File: src/rtl/vga_palette_mux.sv
// Two-stage pixel formatter: turns tagged frame-BRAM words into RGB (grey, pen palette with blink,
// inverted-grey cursor highlight) and delays hsync/vsync/blank by the same two cycles.
module vga_palette_mux #(
    parameter int PIXEL_W     = 8,
    parameter int COLOR_W     = 12,
    parameter int NUM_PENS    = 4,
    parameter int BLINK_SHIFT = 4
) (
    input  logic                         clk_in,
    input  logic                         rst_n_in,
    input  logic [PIXEL_W-1:0]           pixel_in,
    input  logic                         hsync_in,
    input  logic                         vsync_in,
    input  logic                         blank_in,
    input  logic                         pal_we_in,
    input  logic [$clog2(NUM_PENS)-1:0]  pal_addr_in,
    input  logic [COLOR_W:0]             pal_data_in,
    output logic [COLOR_W-1:0]           pixel_out,
    output logic                         hsync_out,
    output logic                         vsync_out,
    output logic                         blank_out
);
    localparam int PAY_W = PIXEL_W - 2;
    localparam int CH_W  = COLOR_W / 3;
    localparam int PEN_W = $clog2(NUM_PENS);
    localparam int REP   = (CH_W + 3) / 4;

    // Stretch or truncate a 4-bit reference channel to CH_W by repeating it MSB-first.
    function automatic logic [CH_W-1:0] scale_ch(input logic [3:0] c);
        logic [4*REP-1:0] rep;
        rep = {REP{c}};
        return rep[4*REP-1 -: CH_W];
    endfunction

    function automatic logic [COLOR_W:0] reset_entry(input int idx);
        logic [11:0] rgb12;
        case (idx)
            0:       rgb12 = 12'h00F;
            1:       rgb12 = 12'hFF0;
            2:       rgb12 = 12'hA26;
            default: rgb12 = 12'hFFF;
        endcase
        return {1'b0, scale_ch(rgb12[11:8]), scale_ch(rgb12[7:4]), scale_ch(rgb12[3:0])};
    endfunction

    logic [COLOR_W:0]   pal_reg [NUM_PENS];
    logic [PAY_W-1:0]   payload_s1;
    logic [1:0]         tag_s1;
    logic               hsync_s1;
    logic               vsync_s1;
    logic               blank_s1;
    logic               vsync_prev;
    logic [7:0]         frame_cnt;
    logic [CH_W-1:0]    grey_lvl;
    logic [PEN_W-1:0]   pen;
    logic [COLOR_W:0]   pen_entry;
    logic               blink_phase;
    logic [COLOR_W-1:0] color_next;

    // Palette lives in flops so that reset can restore every entry at once.
    always_ff @(posedge clk_in or negedge rst_n_in) begin
        if (!rst_n_in) begin
            for (int i = 0; i < NUM_PENS; i++) begin
                pal_reg[i] <= reset_entry(i);
            end
        end else if (pal_we_in) begin
            pal_reg[pal_addr_in] <= pal_data_in;
        end
    end

    always_ff @(posedge clk_in or negedge rst_n_in) begin
        if (!rst_n_in) begin
            payload_s1 <= '0;
            tag_s1     <= '0;
            hsync_s1   <= 1'b0;
            vsync_s1   <= 1'b0;
            blank_s1   <= 1'b0;
            vsync_prev <= 1'b0;
            frame_cnt  <= '0;
        end else begin
            payload_s1 <= pixel_in[PAY_W-1:0];
            tag_s1     <= pixel_in[PIXEL_W-1:PIXEL_W-2];
            hsync_s1   <= hsync_in;
            vsync_s1   <= vsync_in;
            blank_s1   <= blank_in;
            vsync_prev <= vsync_in;
            if (vsync_in && !vsync_prev) begin
                frame_cnt <= frame_cnt + 8'd1;
            end
        end
    end

    assign grey_lvl    = payload_s1[PAY_W-1 -: CH_W];
    assign pen         = payload_s1[PEN_W-1:0];
    assign pen_entry   = pal_reg[pen];
    assign blink_phase = frame_cnt[BLINK_SHIFT];

    // A blinking pen in its "off" phase falls back to the grey reading of the same payload.
    always_comb begin
        color_next = {3{grey_lvl}};
        case (tag_s1)
            2'b11: begin
                if (!(pen_entry[COLOR_W] && blink_phase)) begin
                    color_next = pen_entry[COLOR_W-1:0];
                end
            end
            2'b10:   color_next = {3{~grey_lvl}};
            default: color_next = {3{grey_lvl}};
        endcase
        if (blank_s1) begin
            color_next = '0;
        end
    end

    always_ff @(posedge clk_in or negedge rst_n_in) begin
        if (!rst_n_in) begin
            pixel_out <= '0;
            hsync_out <= 1'b0;
            vsync_out <= 1'b0;
            blank_out <= 1'b0;
        end else begin
            pixel_out <= color_next;
            hsync_out <= hsync_s1;
            vsync_out <= vsync_s1;
            blank_out <= blank_s1;
        end
    end
endmodule

File: config.mk
export PLATFORM = sky130hd
export DESIGN_NAME = vga_palette_mux
export DESIGN_NICKNAME = d
export VERILOG_FILES = /design/src/rtl/vga_palette_mux.sv
export SDC_FILE = /design/constraint.sdc
export NUM_CORES = 1
export LEC_CHECK = 0
export ABC_CLOCK_PERIOD_IN_PS = 2750
export CORE_MARGIN = 4
export CORE_UTILIZATION = 55
export CTS_BUF_LIST = sky130_fd_sc_hd__clkbuf_8
export DETAILED_ROUTE_END_ITERATION = 8
export PLACE_DENSITY = 0.9
export SETUP_SLACK_MARGIN = 0.15
export SLEW_MARGIN = 15
export SYNTH_ARGS = -nofsm -noshare
export SYNTH_HDL_FRONTEND = slang
export SYNTH_SLANG_ARGS = --single-unit
File: constraint.sdc
create_clock -name clk_in -period 2.75 [get_ports clk_in]
set_clock_uncertainty 0.15 [all_clocks]
set_input_delay 0.4125 -clock clk_in [delete_from_list [all_inputs] [get_ports clk_in]]
set_output_delay 0.4125 -clock clk_in [all_outputs]
set_load 0.1 [all_outputs]
Yosys cells after proc, flatten, opt, wreduce, memory -nomap -nowiden
Cells that the tools add are included.
{"block": "word_totals", "reg_bits": 86, "output_inout_bits": 15, "elab_cells": 36}
{"block": "op_classes", "add_sub_neg": 1, "n_lt_le_gt_ge": 3, "eq_ne": 2, "muxes": 9, "bitwise": 3, "reduce_logical": 4}
{"operator": "$bwmux W52", "count": 1}
{"operator": "$mux W13", "count": 3}
{"operator": "$bmux W13 S2", "count": 1}
{"operator": "$demux W13 S2", "count": 1}
{"operator": "$mux W12", "count": 2}
{"operator": "$pmux W12 S2", "count": 1}
{"operator": "$add A8 B1 Y8 const B", "count": 1}
{"operator": "$ge A3 B3 Y1 const B", "count": 2}
{"operator": "$not A2 Y3", "count": 2}
{"operator": "$eq A2 B2 Y1 const B", "count": 2}
{"operator": "$not A4 Y4", "count": 1}
{"operator": "$logic_and A1 B1 Y1", "count": 3}
{"operator": "$lt A3 B1 Y1 const B", "count": 1}
{"operator": "$logic_not A1 Y1", "count": 1}

Logic depth before layout (Yosys ltp)
Gate-level depths: netlist of the first run.
{"block": "logic_depth", "ltp_word": 8, "mapped_depth": 4, "mapped_depth_nobuf": 4}

Worst setup path before layout of the first run
No wires, ideal clock.
{"block": "synth_timing", "path_kind": "register to register", "startpoint": "register payload_s1[0]", "endpoint": "register pixel_out[10]", "setup_ns": 0.129, "arrival_ns": 1.433, "path_slack_ns": 1.038, "stages_incl_launch_ff": 5, "n_path_buf": 0, "period_less_slack_ns": 1.712, "path_cell_list": "dfrtp_1 mux4_2 and2_4 a31oi_4 o22ai_1"}
{"block": "synth_between", "elab_chain_cells": 8}
{"item": "start, declared", "line": "47", "source": "logic [PAY_W-1:0] payload_s1;"}
{"item": "start signal, assigned", "line": "81", "source": "payload_s1 <= pixel_in[PAY_W-1:0];"}
{"item": "$not A2 Y3 (not written as such) *", "line": "95", "source": "assign pen_entry = pal_reg[pen];"}
{"item": "$bmux W13 S2 *", "line": "95"}
{"item": "$mux W13 (not written as such) * (2 in a row)", "line": "95"}
{"item": "$logic_and A1 B1 Y1", "line": "103", "source": "if (!(pen_entry[COLOR_W] && blink_phase)) begin"}
{"item": "$mux W12 *", "line": "103"}
{"item": "$pmux W12 S2 *", "line": "101", "source": "case (tag_s1)"}
{"item": "$mux W12 *", "line": "110", "source": "if (blank_s1) begin"}
{"item": "via color_next[10]", "line": "58", "source": "logic [COLOR_W-1:0] color_next;"}
{"item": "end signal, assigned", "line": "122", "source": "pixel_out <= color_next;"}
{"item": "end, declared", "line": "18", "source": "output logic [COLOR_W-1:0] pixel_out,"}
Mark *: on every way through the listed nets, which the timed path passes. The rest lies on a longest branch. The select of a mux whose other input is x is not followed.
A chain may end at the register's enable or synchronous reset.

Worst setup path after layout of the first run
{"block": "layout_timing", "startpoint": "register payload_s1[0]", "endpoint": "register pixel_out[2]"}
Same word-level chain as after synthesis.

==> results of run 1 <==
-- kinds of logic (layout without fill, tap and decap cells) --
logic type / after synthesis / count (layout) / share of synthesized area (%)
adder cells (fa/ha/maj): 1 / 1 / 0.3673
AO/OA/AOI/OAI: 15 / 15 / 3.747
XOR/XNOR: 4 / 4 / 1.029
buffers and inverters: 7 / 64 / 1.029
multiplexers: 70 / 70 / 27.59
AND/OR/NAND/NOR: 27 / 27 / 4.188
flip-flops: 83 / 83 / 62.05
-- placed cells by master (no fill, tap or decap), drive strengths merged --
master,Yosys,routed
a21oi,1,1
a2bb2oi,1,1
a31oi,10,10
and2,1,1
buf,7,22
bufinv,0,2
clkbuf,0,9
clkdlybuf4s50,0,27
clkinv,0,1
dfrtp,54,54
dfstp,29,29
ha,1,1
inv,0,3
mux2,56,56
mux2i,1,1
mux4,13,13
nand2,11,11
nand2b,5,5
nand3,4,4
nand3b,2,2
nand4,2,2
nor2b,1,1
nor3b,1,1
o22ai,3,3
xnor2,3,3
xor2,1,1
-- worst max-delay path: cells and delay by family (launching register included) --
kind             cells  cell delay, ns
flip-flops           1            0.63
AND/OR/NAND/NOR      1            0.22
AO/OA/AOI/OAI        2            0.31
multiplexers         1            0.62
-- layer usage --
metal	track usage, %	wire [um]	up-vias
met5	0	0	-
met4	7.224	107	0
met3	5.038	402	9
met2	33.94	3337	66
met1	22.46	2537	1000
li1	-	-	875
-- layout make-up --
cell class	count	area, um^2	share of cell area, %
Clock buffer	9	123.9	3.017
Clock inverter	6	76.32	1.859
Multi-Input combinational cell	117	1262	30.75
Sequential cell	83	2113	51.48
Tap cell	75	93.84	2.286
Timing Repair Buffer	49	435.4	10.61
-- path summary, 6_finish.rpt --
kind	startpoint	endpoint	depth (start not counted)
hold reg to reg	hsync_s1$_DFF_PN0_	hsync_out$_DFF_PN0_	0
setup / recovery	payload_s1[0]$_DFF_PN0_	pixel_out[2]$_DFF_PN0_	4
max in group asynchronous	rst_n_in	pal_reg[44]$_DFFE_PN0P_	1
min in group clk_in	hsync_s1$_DFF_PN0_	hsync_out$_DFF_PN0_	0
setup reg to reg	payload_s1[0]$_DFF_PN0_	pixel_out[2]$_DFF_PN0_	4
hold / removal	rst_n_in	vsync_prev$_DFF_PN0_	1
-- cells in the mapped netlist (all sizes together) --
cell type	n
nor3b	1
dfrtp	54
nand2b	5
dfstp	29
xnor2	3
buf	7
xor2	1
mux2i	1
nand4	2
o22ai	3
nor2b	1
nand3	4
nand2	11
a2bb2oi	1
a21oi	1
mux2	56
and2	1
nand3b	2
mux4	13
ha	1
a31oi	10
-- stage by stage --
step / setup WS, ns / total power, W / hold slack, ns
floorplan: 1.038 / 0.002114 / -0.03309
global placement: 0.6626 / 0.002289 / 0.1847
detailed placement: 0.5717 / 0.002334 / 0.1934
CTS: 0.6885 / 0.003219 / 0.1100
global route: 0.5607 / 0.003342 / 0.1577
finish: 0.7023 / 0.003194 / 0.06216
-- power groups by stage --
stage	registers (W)	logic, W	clock network, W
after floorplan	0.00177	0.000345	0
after global placement	0.00163	0.000661	0
after detailed placement	0.00165	0.000688	0
after CTS	0.00163	0.000692	0.000900
after global routing	0.00165	0.000733	0.000956
final	0.00163	0.000683	0.000884
==> flow_summary.ini, run 1 <==
[die]
core_um2 = 5956
dieArea_um2 = 7515
start_util_pct = 57.18
die_w_um = 86.69
std_cell_rows = 28
die_h_um = 86.69
ios = 44

[clock_tree]
clk_latency_ns = 0.35
postCtsResizedCells = 0
clk_pin_slew_ns = 0.08
cts_tree = yes
clock-root-buffer = clkbuf_8
htreeDepth = 3
cts_setup_buffers = 0
cts_buffers = 9
clock-sinks = 83
clockBufferDepth = 2
cts_hold_buf = 0

[timing]
tns_ns = 0
fin_crit_ns = 2.048
rsz0062_at_grt = no
maxSlewViolCount = 0
hold_viol = 0
worst_slew_pin_slew_ns = 0.9839
fmax_mhz = 488.4
timing.final.crit_share_pct = 74.46
setup-violations-final = 0
max-slew-margin-rel_pct = 34.40

[synth]
synth_largest_area_cell = dfrtp_1
yosysUniqueCellTypes = 26
synth_area_leaders = dfrtp_1 (40%), dfstp_2 (22%), mux2_2 (19%), mux4_2 (7.3%), a31oi_1 (1.7%)
synth_nets = 237
synth_cells = 207
synth_seq_cells = 83
syn_area_um2 = 3406
yosysWarnings = 0
seq_area_frac_synth_pct = 62.05
syn_area_per_cell_um2 = 16.45
netlist.area_leader.share_pct = 39.68

[setup_path]
crit_fanout = 8
start_kind = flip-flop
cp_data_arrival_time_ns = 2.11
crit_required_ns = 2.82
slowest_delay_ns = 0.63
r2r_slack_ns = 0.70
cpMaxStageDelayCell = dfrtp_1
crit_chain = mux4_2 -> and2_4 -> a31oi_4 -> o22ai_1
setup.worst_path.end_class = flip-flop
crit_type = flip-flop to flip-flop

[placement]
portBuffers = 43
dp.cells = 324
place_area_um2 = 3905
gp_congestion = 0.7771
dp_hpwl_mm = 4.464

[pwr]
clock_power_share_pct = 27.7
p_per_area_nw_per_um2 = 778.1
ir_drop_uv = 534.8
p_switching_w = 0.0008854
p_leak_nw = 1.696
seqPwrFrac_pct = 50.9
p_sw_share_pct = 27.72
p_int_w = 0.002309
p_comb_share_pct = 21.4

[drt]
wire_per_inst_um = 18.83
vias_per_cell = 5.752
first_pass_iters = 4
ant_nets = 0
routed_wl_mm = 6.384
drtIter0Drc = 102
drc = 0
vias = 1950

[status]
status = completed

[global_routing]
grt_max_degree = 84
grt_pass1_wl_mm = 10.65
grt_pass1_vias = 2125
grt_antenna_before_repair = 0
grt_usage_pct = 19.23
overflow = 0

[finish]
utilization_pct = 68.93
fill_cells = 431
stdcell_area_um2 = 4105
largest_reg_flops = 52
nets = 290
layout-drive-gt1-share_pct = 51.52
fin_cells = 339
diodes = 0
area.growth.synth_to_final_pct = 20.54

[run]
maxCapViolations = 0

[worst_hold_path]
hold_path.class = input pin to async pin
No activity file was read; power rests on OpenSTA's default activity.
==> inputs of run 2 (changes only) <==
--- a/config.mk
+++ b/config.mk
@@ -5,7 +5,7 @@
 export SDC_FILE = /design/constraint.sdc
 export NUM_CORES = 1
 export LEC_CHECK = 0
-export ABC_CLOCK_PERIOD_IN_PS = 2750
+export ABC_CLOCK_PERIOD_IN_PS = 2000
 export CORE_MARGIN = 4
 export CORE_UTILIZATION = 55
 export CTS_BUF_LIST = sky130_fd_sc_hd__clkbuf_8
==> constraint.sdc (replaced) <==
create_clock -name clk_in -period 2 [get_ports clk_in]
set_clock_uncertainty 0.15 [all_clocks]
set_input_delay 0.3 -clock clk_in [delete_from_list [all_inputs] [get_ports clk_in]]
set_output_delay 0.3 -clock clk_in [all_outputs]
set_load 0.1 [all_outputs]
==> flow_summary.ini, run 2 (synthesized netlist as in run 1, its figures left out) <==
[setup_path]
crit_type = flip-flop to flip-flop
r2r_slack_ns = 0.24
r2r_start = payload_s1[0]$_DFF_PN0_
r2r.worst_path.cells = 4
startpoint = payload_s1[0]$_DFF_PN0_
setup.worst_path.end_class = flip-flop
cp_data_arrival_time_ns = 1.84
start_kind = flip-flop
crit_required_ns = 2.08
r2r-end = pixel_out[2]$_DFF_PN0_
crit_fanout = 5
endpoint = pixel_out[2]$_DFF_PN0_

[finish]
mostFrequentLayoutCells = mux2_2 (56), dfrtp_1 (54), dfstp_2 (29)
layout-drive-gt1-share_pct = 53.51
layout_commonest_cell = mux2_2
diodes = 0
nets = 296
fin_cells = 346
largest_reg_flops = 52
utilization_pct = 70.21
area.growth.synth_to_final_pct = 22.78

[die]
die_w_um = 86.69
die_h_um = 86.69
dieArea_um2 = 7515
core_um2 = 5956
ios = 44
start_util_pct = 57.18
std_cell_rows = 28

[global_routing]
grt_usage_pct = 19.40
grt_max_degree = 40
met3_usage_pct = 6.179
grt_antenna_before_repair = 0
grt_use_met1_pct = 23.14
grt_pass1_wl_mm = 10.60
overflow = 0
gr-usage-met2_pct = 32.75
grt-busiest-layer = met2
grt_pass1_vias = 2097

[clock_tree]
clockBufferDepth = 2
postCtsResizedCells = 0
htreeDepth = 3
clk_pin_slew_ns = 0.08
cts_tree = yes
clock-sinks = 83
cts_buffers = 9
clk_latency_ns = 0.36
clock-root-buffer = clkbuf_8

[placement]
dp.cells = 327
gp_congestion = 0.7856
dp_hpwl_mm = 4.448
portBuffers = 43
preCtsSetupSlack_ns = 0.1331

[pwr]
clock_power_share_pct = 25.3
p_comb_share_pct = 22.5
p_leak_nw = 1.723
p_int_w = 0.002995
ir_drop_uv = 704.1
p_switching_w = 0.001300
p_sw_share_pct = 30.26
seqPwrFrac_pct = 52.2
p_per_area_nw_per_um2 = 1027

[drt]
vias = 1955
routed_wl_mm = 6.385
wire_per_inst_um = 18.45
vias_per_cell = 5.650
drtIter0Drc = 84
ant_nets = 0
first_pass_iters = 4
drc = 0

[timing]
fin_crit_ns = 1.759
max-slew-margin-rel_pct = 70.68
rsz0062_at_grt = no
timing.final.crit_share_pct = 87.93
hold_viol = 0
maxSlewViolCount = 0
setup-violations-final = 0
fmax_mhz = 568.6
setup_ws_ns = 0.2414
worst_slew_pin_slew_ns = 0.4398
tns_ns = 0
whs_ns = 0.2093

[run]
maxCapViolations = 0

[worst_hold_path]
min-delay-start = hsync_s1$_DFF_PN0_
hold_path.class = flip-flop to flip-flop

[status]
status = completed
==> run 2: metal layers <==
layer / vias up / part of all wire (%)
li1: 888 / -
met1: 1013 / 41
met2: 45 / 52
met3: 9 / 5.2
met4: 0 / 1.3
met5: - / 0
==> run 2: how the worst min path moves through the flow <==
stage	endpoint	slack, ns	cells after the start
floorplan	blank_out$_DFF_PN0_	-0.15	0
global placement	hsync_out$_DFF_PN0_	0.09	1
detailed placement	hsync_s1$_DFF_PN0_	0.10	1
CTS	payload_s1[0]$_DFF_PN0_	0.21	1
global route	payload_s1[1]$_DFF_PN0_	0.20	1
finish	hsync_out$_DFF_PN0_	0.21	0
==> run 2: metrics by stage <==
| stage | total power (W) | area, um^2 |
|---|---|---|
| floorplan | 0.002907 | 3406 |
| global placement | 0.003162 | 3978 |
| detailed placement | 0.003229 | 3978 |
| CTS | 0.004326 | 4165 |
| global route | 0.004504 | 4182 |
| finish | 0.004295 | 4182 |
==> run 2: critical path, stage by stage (launching register included) <==
cell     delay [ns]
dfrtp_1        0.37
mux4_2         0.59
and2_4         0.23
a31oi_4        0.20
o22ai_1        0.10
==> run 2: area by class of cell <==
class                           count  area [um^2]
Sequential cell                    83         2113
Fill cell                         402         1774
Multi-Input combinational cell    118         1271
Timing Repair Buffer               54        525.5
Clock buffer                       10        137.6
Tap cell                           75        93.84
Clock inverter                      6        40.04
==> run 2: timing repair <==
item | CTS | global route
hold endpoints to repair | 24 | 0
setup endpoints to repair | 0 | 9
hold buffers | 1 | 0
setup buffers | 0 | 1
==> run 2: power groups by stage <==
stage          clock network, W  logic [W]  registers (W)
6_report                0.00109   0.000966        0.00224
5_1_grt                 0.00119    0.00103        0.00228
4_1_cts                 0.00112   0.000971        0.00223
3_5_place_dp                  0   0.000966        0.00226
3_3_place_gp                  0   0.000928        0.00223
2_1_floorplan                 0   0.000475        0.00243
==> inputs of run 3 (changes only) <==
--- a/config.mk
+++ b/config.mk
@@ -7,12 +7,12 @@
 export LEC_CHECK = 0
 export ABC_CLOCK_PERIOD_IN_PS = 2000
 export CORE_MARGIN = 4
-export CORE_UTILIZATION = 55
+export CORE_UTILIZATION = 32
 export CTS_BUF_LIST = sky130_fd_sc_hd__clkbuf_8
 export DETAILED_ROUTE_END_ITERATION = 8
-export PLACE_DENSITY = 0.9
+export PLACE_DENSITY = 0.62
 export SETUP_SLACK_MARGIN = 0.15
-export SLEW_MARGIN = 15
+export SLEW_MARGIN = 20
 export SYNTH_ARGS = -nofsm -noshare
 export SYNTH_HDL_FRONTEND = slang
 export SYNTH_SLANG_ARGS = --single-unit
==> flow_summary.ini, run 3 (synthesized netlist as in run 1, its figures left out) <==
[clock_tree]
clockBufferDepth = 2
clk_pin_slew_ns = 0.08
cts_tree = yes
clock-sinks = 83
clk_latency_ns = 0.34
clock-root-buffer = clkbuf_8
postCtsResizedCells = 0
htreeDepth = 3
cts_buffers = 9

[drt]
first_pass_iters = 4
drtIter0Drc = 55
drc = 0
vias_per_cell = 4.667
ant_nets = 0
vias = 1895
wire_per_inst_um = 15.96
routed_wl_mm = 6.480

[setup_path]
cp_data_arrival_time_ns = 1.83
start_kind = flip-flop
setup.worst_path.end_class = flip-flop
r2r.worst_path.cells = 4
r2r_start = payload_s1[0]$_DFF_PN0_
crit_required_ns = 2.06
endpoint = pixel_out[10]$_DFF_PN0_
r2r-end = pixel_out[10]$_DFF_PN0_
r2r_slack_ns = 0.23
crit_type = flip-flop to flip-flop
crit_fanout = 5
startpoint = payload_s1[0]$_DFF_PN0_

[die]
ios = 44
dieArea_um2 = 12360
core_um2 = 10320
start_util_pct = 32.99
std_cell_rows = 37
die_h_um = 111.2
die_w_um = 111.2

[finish]
multi_input_area_um2 = 1262
utilization_pct = 41.50
mostFrequentLayoutCells = mux2_2 (56), dfrtp_1 (54), dfstp_2 (29)
nets = 295
area.growth.synth_to_final_pct = 25.79
regArea_um2 = 2113
fill_cells = 936
layout-drive-gt1-share_pct = 53.33
diodes = 0
layout_commonest_cell = mux2_2
largest_reg_flops = 52

[pwr]
p_leak_nw = 1.739
ir_drop_uv = 405.6
p_per_area_nw_per_um2 = 1019
total_power_w = 0.004363

[global_routing]
grt_usage_pct = 11.20
grt-busiest-layer = met2
grt_pass1_wl_mm = 10.95
grt_max_degree = 37
grt_pass1_vias = 2116
gr-usage-met2_pct = 17.69
met3_usage_pct = 4.094
grt_antenna_before_repair = 0
grt_use_met1_pct = 14.33
overflow = 0

[timing]
fmax_mhz = 564.3
setup-violations-final = 0
fin_crit_ns = 1.772
max-slew-margin-rel_pct = 67.75
tns_ns = 0
hold_viol = 0
maxSlewViolCount = 0
worst_slew_pin_slew_ns = 0.4838
whs_ns = 0.2045
rsz0062_at_grt = no
timing.final.crit_share_pct = 88.61

[placement]
gp_congestion = 0.7626
dp_hpwl_mm = 4.604
portBuffers = 43

[status]
status = completed

[worst_hold_path]
hold_path.class = flip-flop to flip-flop

[run]
maxCapViolations = 0
[run 3: cell count changes in the layout (fill, tap and decap cells not counted)]
cell	previous run	this run
clkinvlp_4	1	0
buf_12	4	5
bufinv_16	0	1
a21oi_2	1	0
buf_4	22	21
[run 3: metal layers]
metal / vias to the layer above / wire, um
li1: 882 / -
met1: 971 / 2902
met2: 35 / 3157
met3: 7 / 342
met4: 0 / 77
met5: - / 0
[run 3: layout make-up]
type                       instances  area share [%]
timing repair buffer              54           12.56
multi-input combinational        117           29.47
clock buffer                      10           3.213
tap                              136           3.972
clock inverter                     6           1.460
sequential                        83           49.33
[run 3: what timing repair did]
item | 4_1_cts | 5_1_grt
endpoints found under the hold margin | 19 | 0
setup buffers | 0 | 0
hold buffers | 1 | 0
endpoints found under the setup margin | 0 | 1
[run 3: worst min path at each step]
stage          slack (ns)                       end               start  cells past startpoint
4_1_cts              0.21       hsync_out$_DFF_PN0_  hsync_s1$_DFF_PN0_                      0
2_1_floorplan       -0.15       blank_out$_DFF_PN0_            rst_n_in                      0
3_5_place_dp         0.15  frame_cnt[2]$_DFFE_PN0P_            rst_n_in                      1
3_3_place_gp         0.14  frame_cnt[3]$_DFFE_PN0P_            rst_n_in                      1
6_report             0.20       hsync_out$_DFF_PN0_  hsync_s1$_DFF_PN0_                      0
5_1_grt              0.21       hsync_out$_DFF_PN0_  hsync_s1$_DFF_PN0_                      0
[run 3: critical path: stages, from the launching register on]
cell and delay [ns]:
dfrtp_1 0.40, mux4_2 0.57, and2_4 0.22, a31oi_4 0.20, o22ai_1 0.10
[run 3: through the flow]
stage	worst slack, ns	cell area (um^2)	cells
detailed placement	0.07621	4074	389
global route	0.1608	4284	406
finish	0.2279	4284	406
floorplan	0.2879	3406	207
CTS	0.2130	4284	406
global placement	0.1063	4074	389
[run 3: power breakdown]
| group | switching, W | internal (W) | total [W] |
|---|---|---|---|
| Combinational | 0.000497 | 0.000457 | 0.000954 |
| Sequential | 0.000170 | 0.00205 | 0.00222 |
| Clock | 0.000577 | 0.000611 | 0.00119 |
| Total | 0.00124 | 0.00312 | 0.00436 |
